`config.mk`:
```
export PLATFORM = sky130hd
export DESIGN_NAME = fc_tile_scheduler
export DESIGN_NICKNAME = d
export VERILOG_FILES = /design/src/rtl/fc_tile_scheduler.sv
export SDC_FILE = /design/constraint.sdc
export NUM_CORES = 1
export LEC_CHECK = 0
export ABC_CLOCK_PERIOD_IN_PS = 4550
export CAP_MARGIN = 20
export CORE_MARGIN = 3
export CORE_UTILIZATION = 48
export CTS_CLUSTER_DIAMETER = 80
export DETAILED_ROUTE_END_ITERATION = 8
export PLACE_DENSITY = 0.86
export SLEW_MARGIN = 20
export SYNTH_ARGS = -nofsm -noshare
export SYNTH_HDL_FRONTEND = slang
export SYNTH_SLANG_ARGS = --single-unit
```
`constraint.sdc`:
```
create_clock -name clk -period 4.55 [get_ports clk]
set_input_delay 0.455 -clock clk [delete_from_list [all_inputs] [get_ports clk]]
set_output_delay 0.455 -clock clk [all_outputs]
set_load 0.05 [all_outputs]
```
`src/rtl/fc_tile_scheduler.sv`:
```
// fc_tile_scheduler: sequences a tiled fully connected layer over a PE_COUNT-wide MAC array,
// one tile of neurons at a time (bias load, MAC stream, pipeline drain, result serialisation).
module fc_tile_scheduler #(
  parameter int unsigned IFM_DEPTH   = 120,
  parameter int unsigned NUM_NEURONS = 84,
  parameter int unsigned PE_COUNT    = 12,
  parameter int unsigned PIPE_LAT    = 2,
  localparam int unsigned NUM_TILES  = (NUM_NEURONS + PE_COUNT - 1) / PE_COUNT,
  localparam int unsigned IFM_AW     = $clog2(IFM_DEPTH),
  localparam int unsigned WM_AW      = $clog2(IFM_DEPTH * NUM_TILES),
  localparam int unsigned OFM_AW     = $clog2(NUM_NEURONS),
  localparam int unsigned LANE_W     = (PE_COUNT > 1) ? $clog2(PE_COUNT) : 1,
  localparam int unsigned TILE_W     = $clog2(NUM_TILES) + 1
) (
  input  logic                clk,
  input  logic                reset,
  input  logic                start_from_previous,
  output logic                end_to_previous,
  output logic                ifm_rd_en,
  output logic [IFM_AW-1:0]   ifm_rd_addr,
  output logic                wm_rd_en,
  output logic [WM_AW-1:0]    wm_rd_addr,
  output logic [TILE_W-1:0]   tile_idx,
  output logic                bias_sel,
  output logic                acc_en,
  output logic                ofm_wr_en,
  output logic [OFM_AW-1:0]   ofm_wr_addr,
  output logic [LANE_W-1:0]   ofm_lane_sel,
  output logic                start_to_next,
  input  logic                end_from_next,
  output logic                busy
);

  localparam int unsigned D_W = (PIPE_LAT > 1) ? $clog2(PIPE_LAT) : 1;

  typedef enum logic [2:0] {
    S_IDLE, S_BIAS, S_MAC, S_DRAIN, S_WRITE, S_HANDOFF
  } state_t;

  state_t              state, state_d;
  logic [IFM_AW-1:0]   k, k_d;
  logic [D_W-1:0]      d, d_d;
  logic [LANE_W-1:0]   j, j_d;
  logic [TILE_W-1:0]   tile_d;
  logic [PIPE_LAT-1:0] acc_pipe, bias_pipe;
  logic                stn_d;

  logic [31:0] tile_base;
  logic [31:0] lanes;
  logic        k_last, d_last, j_last, tile_last;

  // Lane count of the current tile; the final tile may be partial.
  always_comb begin
    tile_base = 32'(tile_idx) * PE_COUNT;
    lanes     = (NUM_NEURONS - tile_base < PE_COUNT) ? (NUM_NEURONS - tile_base) : PE_COUNT;
    k_last    = (32'(k) == IFM_DEPTH - 1);
    d_last    = (32'(d) == PIPE_LAT - 1);
    j_last    = (32'(j) == lanes - 1);
    tile_last = (32'(tile_idx) == NUM_TILES - 1);
  end

  always_comb begin
    state_d = state;
    k_d     = k;
    d_d     = d;
    j_d     = j;
    tile_d  = tile_idx;
    stn_d   = 1'b0;
    case (state)
      S_IDLE: begin
        if (start_from_previous) begin
          tile_d  = '0;
          state_d = S_BIAS;
        end
      end
      S_BIAS: begin
        k_d     = '0;
        state_d = S_MAC;
      end
      S_MAC: begin
        if (k_last) begin
          d_d     = '0;
          state_d = S_DRAIN;
        end else begin
          k_d = k + IFM_AW'(1);
        end
      end
      S_DRAIN: begin
        if (d_last) begin
          j_d     = '0;
          state_d = S_WRITE;
        end else begin
          d_d = d + D_W'(1);
        end
      end
      S_WRITE: begin
        if (j_last) begin
          if (tile_last) begin
            stn_d   = 1'b1;
            state_d = S_HANDOFF;
          end else begin
            tile_d  = tile_idx + TILE_W'(1);
            state_d = S_BIAS;
          end
        end else begin
          j_d = j + LANE_W'(1);
        end
      end
      S_HANDOFF: begin
        if (end_from_next) begin
          if (start_from_previous) begin
            tile_d  = '0;
            state_d = S_BIAS;
          end else begin
            state_d = S_IDLE;
          end
        end
      end
      default: state_d = S_IDLE;
    endcase
  end

  always_ff @(posedge clk or negedge reset) begin
    if (!reset) begin
      state         <= S_IDLE;
      k             <= '0;
      d             <= '0;
      j             <= '0;
      tile_idx      <= '0;
      start_to_next <= 1'b0;
    end else begin
      state         <= state_d;
      k             <= k_d;
      d             <= d_d;
      j             <= j_d;
      tile_idx      <= tile_d;
      start_to_next <= stn_d;
    end
  end

  // Delay the accumulate/bias qualifiers to line up with operands arriving at the MACs.
  always_ff @(posedge clk or negedge reset) begin
    if (!reset) begin
      acc_pipe  <= '0;
      bias_pipe <= '0;
    end else begin
      acc_pipe  <= (acc_pipe << 1)  | PIPE_LAT'((state == S_BIAS) || (state == S_MAC));
      bias_pipe <= (bias_pipe << 1) | PIPE_LAT'(state == S_BIAS);
    end
  end

  always_comb begin
    acc_en          = acc_pipe[PIPE_LAT-1];
    bias_sel        = bias_pipe[PIPE_LAT-1];
    busy            = (state != S_IDLE);
    end_to_previous = (state == S_IDLE) || (state == S_HANDOFF);
    ifm_rd_en       = (state == S_MAC);
    wm_rd_en        = (state == S_MAC);
    ifm_rd_addr     = '0;
    wm_rd_addr      = '0;
    ofm_wr_en       = (state == S_WRITE);
    ofm_wr_addr     = '0;
    ofm_lane_sel    = '0;
    if (state == S_MAC) begin
      ifm_rd_addr = k;
      wm_rd_addr  = WM_AW'(32'(tile_idx) * IFM_DEPTH + 32'(k));
    end
    if (state == S_WRITE) begin
      ofm_wr_addr  = OFM_AW'(tile_base + 32'(j));
      ofm_lane_sel = j;
    end
  end

endmodule

```
# Yosys cells after proc, flatten, opt, wreduce, memory -nomap -nowiden
# Index checks and enable logic that the tools add are counted.
[classes] add_sub_neg=8 reduce_logical=13 eq_ne=16 muxes=29 magnitude_cmp=1 n_bitwise=2 multipliers=2
[ops] op="== test 4 x 32 -> 1 bit" n=1
[ops] op="< comparator 32 x 4 -> 1 bit (second input constant)" n=1
[ops] op="2-to-1 mux 32 bit" n=1
[ops] op="subtractor 32 x 1 -> 32 bit (second input constant)" n=1
[ops] op="2-to-1 mux 4 bit" n=7
[ops] op="2-to-1 mux 7 bit" n=3
[ops] op="2-to-1 mux 3 bit" n=6
[ops] op="case mux 3 bit (6 select lines)" n=1
[ops] op="case mux 7 bit (2 select lines)" n=1
[ops] op="inequality test 2 bit (second input constant)" n=6
[ops] op="case mux 4 bit (3 select lines)" n=1
[ops] op="adder 10 x 7 -> 10 bit" n=1
[ops] op="2-to-1 mux 10 bit" n=1
[ops] op="subtractor 7 x 8 -> 9 bit (first input constant)" n=1
[ops] op="adder 4 x 1 -> 4 bit (second input constant)" n=2
[ops] op="case mux 4 bit (2 select lines)" n=1
[ops] op="adder 7 x 1 -> 7 bit (second input constant)" n=1
[ops] op="adder 7 x 4 -> 7 bit" n=1
[ops] op="== test 7 bit (second input constant)" n=1
[ops] op="multiplier 4 x 4 -> 7 bit (second input constant)" n=1
[ops] op="== test 3 x 2 -> 1 bit (second input constant)" n=2
[ops] op="== test 3 bit (second input constant)" n=2
[ops] op="multiplier 4 x 2 -> 6 bit (second input constant)" n=1
[ops] op="2-to-1 mux 1 bit" n=6
[ops] op="other kinds (14)" n=21
[word_totals] elab_cells=79 out_inout_bits=40 input_bits=4 regBits=24

# Longest topological paths before layout
# Gate-level depths: netlist of run 1.
[depth] ltp_word=8 mapped_depth=16 depth_no_buf=16

# Worst setup path before layout of run 1
# Ideal clock, no wire load.
[synth_timing] path_type="register to register" startpoint="register tile_idx[2]" endpoint="register j[1]" path_stages_with_launch=16 arrival_time_ps=4542 synth_period_minus_slack_ps=4667 path_buffers=0 setup_time_ps=125 path_slack_ps=-117 cell_sequence="dfrtp_1 > inv_1 > ha_1 > and3b_1 > or4_4 > nand4b_1 > o21ai_0 > and3_1 > ha_1 > inv_1 > ha_1 > nand4b_1 > or4b_2 > nor2_1 > a21o_1 > mux2_4"
[synth_between] elab_chain_len=8
[synth_lines] element="start, declared" line="23" source="output logic [TILE_W-1:0] tile_idx,"
[synth_lines] element="start signal, assigned" line="136" source="tile_idx <= tile_d;"
[synth_lines] element="multiplier 4 x 2 -> 6 bit (*)" line="54" source="tile_base = 32'(tile_idx) * PE_COUNT;"
[synth_lines] element="subtractor 7 x 8 -> 9 bit (*)" line="55" source="lanes = (NUM_NEURONS - tile_base < PE_COUNT) ? (NUM_NEURONS - tile_base) : PE_COUNT;"
[synth_lines] element="< comparator 32 x 4 -> 1 bit" line="55"
[synth_lines] element="2-to-1 mux 32 bit (*)" line="55"
[synth_lines] element="subtractor 32 x 1 -> 32 bit (*)" line="58" source="j_last = (32'(j) == lanes - 1);"
[synth_lines] element="== test 4 x 32 -> 1 bit (*)" line="58"
[synth_lines] element="inequality test 2 bit (no line) (*)"
[synth_lines] element="AND reduction 3 bit (no line) (*)"
[synth_lines] element="end signal, assigned" line="135" source="j <= j_d;"
[synth_lines] element="end, declared" line="43" source="logic [LANE_W-1:0] j, j_d;"
# Mark *: on every way between the ends. The rest lies on a longest branch, timed or not.
# A chain may end at the register's enable or synchronous reset.

# Worst setup path after layout of run 1
[layout_timing] startpoint="register tile_idx[1]" endpoint="register j[2]"
# The elaborated chain is that of the path after synthesis.

==> results_dict.tcl, run 1 <==
set metrics [dict create \
    hold_ws_ps 148 \
    clkTransAtPathRegs_ps 80 \
    coreArea_mm2 0.00479 \
    cap_viol_max_count 0 \
    final_period_minus_worst_setup_slack_ps 4330 \
    cts_max_level 1 \
    dieHeight_um 76.8 \
    gp_congestion 0.913 \
    ir_drop_mv 0.0745 \
    yosys_warnings 0 \
    syn_inst 272 \
    drtIter0Drc 146 \
    rsz0062_at_grt "false" \
    die_area_mm2 0.00590 \
    yosys.area.top_type "dfrtp_1" \
    dp_cells 383 \
    row_count 25 \
    yosysSeqAreaShare_pct 25.0 \
    synth.top_cell.area_share_pct 25.0 \
    leakagePower_nw 1.39 \
    criticalPathCategory "reg2reg" \
    area_growth_pct 24.0 \
    cts_setup_buffers 0 \
    required_ps 4710 \
    diodes 0 \
    netlist_area_mm2 0.00240 \
    portBuffers 43 \
    nNetsFinal 364 \
    hpwl_um 4030 \
    clk_latency_ps 270 \
    synth-edff-count 0 \
    finalWirelength_um 4960 \
    grt_antenna_before_repair 0 \
    run_status "complete, no violations" \
    cts_tree "built" \
    routedWlPerCell_um 12.8 \
    grt_start_max_net_pins 25 \
    clock-root-buffer "clkbuf_8" \
    end_kind "flop" \
    final_core_util_pct 62.3 \
    worst_pin_slew_ps 554 \
    pwr_density_cell_mw_per_mm2 124 \
    syn_avg_cell_area_um2 8.84 \
    place_ws_ps 104 \
    cp-start-kind "flop" \
    start_util_pct 50.2 \
    ys_ff_latch 24 \
    grt_pass1_wl_um 9230 \
    grt_usage_pct 18.5 \
    fin_cells 387 \
    finalCritPeriodShare_pct 95.1 \
    grt_remaining_overflow 0 \
    slew_violations 0 \
    slew_headroom_pct 63.1 \
    ios 44 \
    setup_viol 0 \
    die_width_um 76.8 \
    cts_buffers 3 \
    viasPerCell 5.23 \
    synth_cell_types 54 \
    post_cts_resize_count 0 \
    synth_area_leaders "dfrtp_1, ha_1, fa_1" \
    cts.sinks 24 \
    setup_ws_ps 223 \
    cp.arrival_ps 4490 \
    cts_hold_buf 0 \
    drc_errors 0 \
    drt_pass1_iterations 4 \
    fill_cells 406 \
    ys_dominant_reg_cell "dfrtp_1" \
    synthArstFlopShare_pct 100 \
    fmax_mhz 231 \
    drive_gt1_share_pct 10.0 \
    vias 2024 \
    grt_pass1_vias 2069 \
    crit_path_max_fanout 8 \
    fin_skew_ps 2.15 \
    antenna_left 0 \
    setup_tns_ps 0 \
    hp-class "in2async" \
    cts_buffer_depth 2 \
    hold_violations 0 \
]
registers in the layout, summed over array words and instances (netlist names):
name,count
j,4
tile_idx,4
acc_pipe,2
state,3
start_to_next,1
bias_pipe,2
d,1
k,7
critical path, stage by stage (launching register included):
cell and delay (ps):
dfrtp_2 490, ha_1 230, fa_1 520, ha_1 260
and2_1 180, o211a_1 280, and3_1 170, ha_1 210
inv_1 60, ha_1 210, nand4b_1 150, or4b_2 710
o41ai_1 400, mux2i_1 130, a32o_1 220
power by group:
| group | leakage [nW] | internal, W | switching (W) | total (W) |
|---|---|---|---|---|
| registers | 0.292 | 0.000213 | 0 | 0.000213 |
| clock network | 0.0288 | 0.0000773 | 0.0000664 | 0.000144 |
| logic | 1.07 | 0.00000462 | 0.00000783 | 0.0000125 |
| total | 1.39 | 0.000295 | 0.0000742 | 0.000369 |
cells in the mapped netlist, drive strengths merged (2+ instances only):
library cell / instances
xor2: 8
nand3: 7
clkbuf: 4
and3: 12
dfrtp: 24
or3: 4
nand2: 22
a32oi: 2
inv: 25
mux2i: 4
xnor2: 9
nand4b: 2
o31ai: 2
nor4b: 2
and2: 14
nor3: 2
nor2b: 2
a31oi: 2
a31o: 2
a21o: 5
or2: 3
buf: 7
a211oi: 2
nor2: 24
ha: 31
a21oi: 13
o21ai: 7
nor3b: 3
fa: 8
cell families after synthesis:
group / Yosys count / synth area share [%]
AND/OR/NAND/NOR: 105 / 23.4
AO/OA/AOI/OAI: 45 / 13.4
adder cells (fa/ha/maj): 39 / 22.8
buffers and inverters: 36 / 6.61
flip-flops: 24 / 25.0
XOR/XNOR: 17 / 6.19
multiplexers: 5 / 2.45
other: 1 / 0.156
per-layer routing:
layer	global-route usage, %	part of all wire [%]	wire, µm	up-vias
met4	5.98	1.2	62	0
met3	0.939	3.3	163	5
met5	0	0	0	-
met2	32.1	48	2390	46
li1	-	-	-	1023
met1	24.7	47	2350	950
metrics by stage:
| step | power [W] | cell area [µm²] |
|---|---|---|
| 2_1_floorplan | 0.000222 | 2430 |
| 3_3_place_gp | 0.000230 | 2920 |
| 3_5_place_dp | 0.000230 | 2920 |
| 4_1_cts | 0.000373 | 2970 |
| 5_1_grt | 0.000383 | 2980 |
| 6_report | 0.000369 | 2980 |
cell type report:
| cell class | count | area (µm²) | area share (%) |
|---|---|---|---|
| timing repair buffer | 49 | 463 | 15.5 |
| inverter | 25 | 93.8 | 3.15 |
| tap | 67 | 83.8 | 2.81 |
| sequential | 24 | 603 | 20.2 |
| clock buffer | 4 | 55.1 | 1.85 |
| multi-input combinational | 218 | 1680 | 56.4 |
cell usage in the layout (no fill, tap or decap), types with 3 or more instances in the layout:
cell and count:
inv_1 24, a21oi_1 12, nor3b_1 3, nand2_1 22, dfrtp_1 22, clkdlybuf4s50_1 39, clkbuf_8 4, buf_4 9
fa_1 8, nand3_1 7, conb_1 7, o21ai_0 7, xor2_1 8, and2_1 13, and3_1 12, or3_1 4
nor2_1 23, mux2i_1 3, xnor2_1 8, or2_2 3, a21o_1 5, ha_1 31
worst paths after layout:
path | slack, ps | startpoint | cells past startpoint | endpoint
hold / removal | 150 | reset | 1 | tile_idx[3]
setup / recovery | 220 | tile_idx[1] | 14 | j[2]
setup reg to reg | 220 | tile_idx[1] | 14 | j[2]
hold reg to reg | 350 | bias_pipe[0] | 0 | bias_pipe[1]
max in group asynchronous | 4040 | reset | 1 | tile_idx[2]
min in group clk | 350 | bias_pipe[0] | 0 | bias_pipe[1]
(Power assumes the default switching activity.)
==> inputs of run 2 (changes only) <==
--- a/config.mk
+++ b/config.mk
@@ -12,7 +12,7 @@
 export CTS_CLUSTER_DIAMETER = 80
 export DETAILED_ROUTE_END_ITERATION = 8
 export PLACE_DENSITY = 0.86
-export SLEW_MARGIN = 20
+export SLEW_MARGIN = 10
 export SYNTH_ARGS = -nofsm -noshare
 export SYNTH_HDL_FRONTEND = slang
 export SYNTH_SLANG_ARGS = --single-unit
==> results_dict.tcl, run 2 (same netlist as run 1, synthesis figures left out) <==
set metrics [dict create \
    run_status "complete, no violations" \
    diodes 0 \
    final_cell_mix "clkdlybuf4s50_1, ha_1, inv_1" \
    worst_pin_slew_ps 561 \
    regMostFlops "k" \
    p_seq_share_pct 57.4 \
    criticalPathCategory "reg2reg" \
    ir_drop_mv 0.0747 \
    crit_path_top_delay_cell "or4b_2" \
    required_ps 4710 \
    clock-root-buffer "clkbuf_8" \
    gp_congestion 0.913 \
    row_count 25 \
    cts_buffers 3 \
    power_w 0.000371 \
    end_kind "flop" \
    grt_usage_pct 18.5 \
    start_util_pct 50.2 \
    power.switching_w 0.0000748 \
    rsz0062_at_grt "false" \
    cts.sinks 24 \
    setup_tns_ps 0 \
    leakagePower_nw 1.40 \
    hpwl_um 4030 \
    drc_errors 0 \
    die_area_mm2 0.00590 \
    setup_viol 0 \
    clk_latency_ps 270 \
    portBuffers 43 \
    critPathMostFrequentCell "ha_1" \
    drt_pass1_iterations 4 \
    grt_antenna_before_repair 0 \
    viasPerCell 5.25 \
    grt_pass1_wl_um 9230 \
    cap_viol_max_count 0 \
    die_width_um 76.8 \
    clkTransAtPathRegs_ps 80 \
    critPathMaxStageDelay_ps 710 \
    grt_pass1_vias 2069 \
    drive_gt1_share_pct 9.97 \
    hold_ws_ps 351 \
    final_period_minus_worst_setup_slack_ps 4310 \
    fmax_mhz 232 \
    path_cells "ha_1 -> fa_1 -> ha_1 -> and2_1 -> o211a_1 -> and3_1 -> ha_1 -> inv_1 -> ha_1 -> nand4b_1 -> or4b_2 -> o41ai_1 -> mux2i_1 -> a32o_1" \
    cp-start-kind "flop" \
    fin_skew_ps 2.07 \
    cts_hold_buf 0 \
    grt_remaining_overflow 0 \
    grt_start_max_net_pins 25 \
    layout_commonest_cell "clkdlybuf4s50_1" \
    cts_buffer_depth 2 \
    vias 2037 \
    pwr_density_cell_mw_per_mm2 124 \
    ios 44 \
    finalCritPeriodShare_pct 94.8 \
    antenna_left 0 \
    post_cts_resize_count 0 \
    dieHeight_um 76.8 \
    cp.arrival_ps 4470 \
    nNetsFinal 365 \
    clockPowerShare_pct 38.7 \
    finalWirelength_um 4990 \
    p_sw_share_pct 20.1 \
    drtIter0Drc 140 \
    largest_register_ffs 7 \
    cts_tree "built" \
    slew_violations 0 \
    intPower_w 0.000297 \
    top_regs "k (7), j (4), tile_idx (4)" \
    hp-class "reg2reg" \
    slew_headroom_pct 62.6 \
    cts_max_level 1 \
    cts_setup_buffers 0 \
    routedWlPerCell_um 12.9 \
    coreArea_mm2 0.00479 \
    hold_violations 0 \
    crit_path_max_fanout 8 \
    area_growth_pct 24.8 \
    p_comb_share_pct 3.9 \
]
==> run 2: changes by cell type in the layout (fill, tap and decap cells not counted), sizes merged <==
cell / delta
clkdlybuf4s50: +1
==> run 2: stage by stage <==
| stage | worst slack, ps | instance area [µm²] | cells | utilization (%) |
|---|---|---|---|---|
| finish | 237 | 3000 | 388 | 62.7 |
| global route | 22.6 | 3000 | 388 | 62.7 |
| CTS | 80.9 | 2970 | 387 | 62.1 |
| detailed placement | 104 | 2920 | 383 | 60.9 |
| global placement | 249 | 2920 | 383 | 60.9 |
| floorplan | 34.8 | 2430 | 278 | - |
==> run 2: worst paths after layout <==
| check | to | start | cells after the start | slack (ps) |
|---|---|---|---|---|
| max in group asynchronous | tile_idx[2] | reset | 2 | 3530 |
| setup reg to reg | j[2] | tile_idx[1] | 14 | 240 |
| hold reg to reg | bias_pipe[1] | bias_pipe[0] | 0 | 350 |
| hold / removal | bias_pipe[1] | bias_pipe[0] | 0 | 350 |
| min in group asynchronous | j[1] | reset | 1 | 540 |
| setup / recovery | j[2] | tile_idx[1] | 14 | 240 |
==> run 2: critical path: cells and delay by family (launching register included) <==
kind                     cells  cell delay, ps
AND/OR/NAND/NOR              4            1210
buffers and inverters        1              60
multiplexers                 1             120
adder cells (fa/ha/maj)      5            1430
AO/OA/AOI/OAI                3             890
flip-flops                   1             490
==> run 2: layer usage <==
layer	share of wire, %	global-route usage [%]
met5	0	0
met4	1.3	5.98
met3	3.9	0.939
met2	48	32.1
met1	47	24.7
==> run 2: cell type report <==
class	instances	area (µm²)
fillers	405	1780
multi-input cells	218	1680
flip-flops and latches	24	603
repair buffers	50	483
inverters	25	93.8
well taps	67	83.8
clock buffers	4	55.1
==> run 2: power groups by stage <==
| stage | Combinational, W | Clock (W) | Sequential [W] |
|---|---|---|---|
| after CTS | 0.0000131 | 0.000147 | 0.000213 |
| after global placement | 0.0000126 | 0 | 0.000217 |
| final | 0.0000144 | 0.000144 | 0.000213 |
| after floorplan | 0.00000465 | 0 | 0.000217 |
| after detailed placement | 0.0000131 | 0 | 0.000217 |
| after global routing | 0.0000171 | 0.000155 | 0.000213 |
==> edit, RTL diff (config.mk and constraints of run 2) <==
`NUM_NEURONS`: 84 -> 168.
--- a/src/rtl/fc_tile_scheduler.sv
+++ b/src/rtl/fc_tile_scheduler.sv
@@ -2,7 +2,7 @@
 // one tile of neurons at a time (bias load, MAC stream, pipeline drain, result serialisation).
 module fc_tile_scheduler #(
   parameter int unsigned IFM_DEPTH   = 120,
-  parameter int unsigned NUM_NEURONS = 84,
+  parameter int unsigned NUM_NEURONS = 168,
   parameter int unsigned PE_COUNT    = 12,
   parameter int unsigned PIPE_LAT    = 2,
   localparam int unsigned NUM_TILES  = (NUM_NEURONS + PE_COUNT - 1) / PE_COUNT,
Ports: changed (resized ofm_wr_addr, tile_idx and wm_rd_addr); port bits go from 44 to 47. The function was not compared with the original's and may differ.
==> edit against run 2 <==
  * Final area grew 16%
  * Wire length rose by 31%
  * Clock skew is essentially flat
  * Sequential cell count up 1
  * Fmax is 4.3% lower
  * Setup slack got worse by 0.19 ns
  * Synthesized cell count grew 21%
  * Synthesized area is 16% higher
  * Largest cell class unchanged
Power is not compared: it rests on default switching activity, and its combinational part moved more than twofold at a synthesized area within 25%.
==> edit: results <==
[status]
outcome = finished clean

[place]
gpl.final_weighted_congestion = 0.879
placed_cell_area_sq_um = 3360
pre_cts_slack_ns = -0.0370
post-place-cells = 442
io_buffer_count = 46
hpwl_um = 5110

[power]
worst_ir_drop_vdd_v = 0.000356
cellLeakagePower_nw = 1.51

[setup_path]
critPathTopFamily = simple AND/OR/NAND/NOR gates
crit_path_max_fanout = 8
regToRegSetupSlack_ns = 0.04
crit_slowest_cell = sky130_fd_sc_hd__or4b_2
critPathMaxStageDelay_ns = 0.66
critPathArrivalTime_ns = 4.70

[sta]
fmaxAchievable_mhz = 222
minimum_hold_slack_ns = 0.153
skew_ns = 0.00157
slew-limit-headroom_pct = 61.0

[synthesis]
yosys.cell_types.count = 55
netlist_instances = 330
synth-edff-count = 0
synthTopCellsByCount = 32 x sky130_fd_sc_hd__ha_1, 32 x sky130_fd_sc_hd__nor2_1, 31 x sky130_fd_sc_hd__inv_1
synth_warnings = 0
synth_area_leaders = sky130_fd_sc_hd__dfrtp_1 22%, sky130_fd_sc_hd__ha_1 14%, sky130_fd_sc_hd__fa_1 6.4%, sky130_fd_sc_hd__xnor2_1 5.3%, sky130_fd_sc_hd__nor2_1 4.3%
synth_sequential_area_ratio_pct = 22.3
ys.flop_type = sky130_fd_sc_hd__dfrtp_1
synth_async_sr_flop_share_pct = 100

[clock_network]
cts-root-buf = sky130_fd_sc_hd__clkbuf_8
ctsHtreeMaxLevel = 1
cts_made_buffers = 3
clk-insertion-delay-late_ns = 0.27
ctsLongestPathBuffers = 2
clkTransAtPathRegs_ns = 0.09

[cells_and_area]
stdcell_count = 450
reg_top3 = k: 7 flops, tile_idx: 5 flops, j: 4 flops
num_antenna_cells = 0
final_net_count = 424
share_of_final_layout_standard_cells_stronger_than_drive_strength_1_pct = 11.9

[routing]
detail_route.iter0.violations = 142
via_per_inst = 5.56
avgRoutedWirePerCell_um = 14.5
drt-pass1-iter-count = 4

[grt]
grt.total_usage_pct = 20.3
wire_length_of_the_first_global_routing_pass_um = 11000
globalRoute.totalOverflow = 0
first_global_vias = 2461
largest_net_degree_at_the_start_of_global_routing = 26
grt_antenna_before_repair = 0

[hold_path]
worstHoldPathType = input pin to async pin
edit: final cells by class:
type / instances / area (sq um)
Inverter: 31 / 116
Clock buffer: 3 / 41.3
Multi-Input combinational cell: 264 / 2040
Fill cell: 475 / 2100
Tap cell: 72 / 90.1
Sequential cell: 25 / 629
Timing Repair Buffer: 54 / 553
Clock inverter: 1 / 7.51
edit: layer usage:
| layer | global-route usage, % | share of wire [%] |
|---|---|---|
| met3 | 1.19 | 3.7 |
| met1 | 26.5 | 43 |
| met4 | 7.97 | 3.3 |
| met5 | 0 | 0 |
| met2 | 34.8 | 50 |
edit: power breakdown:
part,leakage (nW),switching [mW],internal (mW)
logic,1.16,0.366,0.174
clock network,0.0217,0.0718,0.0621
registers,0.325,0.0752,0.278
edit: path summary, 6_finish.rpt:
kind | from | to | depth (start not counted)
min in group clk | acc_pipe[0] | acc_pipe[1] | 0
worst min register to register | acc_pipe[0] | acc_pipe[1] | 0
max in group asynchronous | reset | tile_idx[3] | 1
worst max register to register | tile_idx[2] | tile_idx[0] | 18
worst max-delay path | tile_idx[2] | tile_idx[0] | 18
worst min-delay path | reset | acc_pipe[1] | 1
edit: logic make-up after synthesis:
logic type / after synthesis / share of synthesized area (%)
adders and majority gates: 41 / 20.7
AOI/OAI and AO/OA: 54 / 14.2
xor gates and xnor gates: 24 / 7.51
muxes: 5 / 1.83
other: 1 / 0.134
and+or+nand+nor: 133 / 25.6
buffers and inverters: 47 / 7.73
DFF: 25 / 22.3
edit: timing repair:
action                     4_1_cts  5_1_grt
setup endpoints to repair        1        9
pin swaps                        0        1
resized for setup                1       11
setup buffers                    0        4
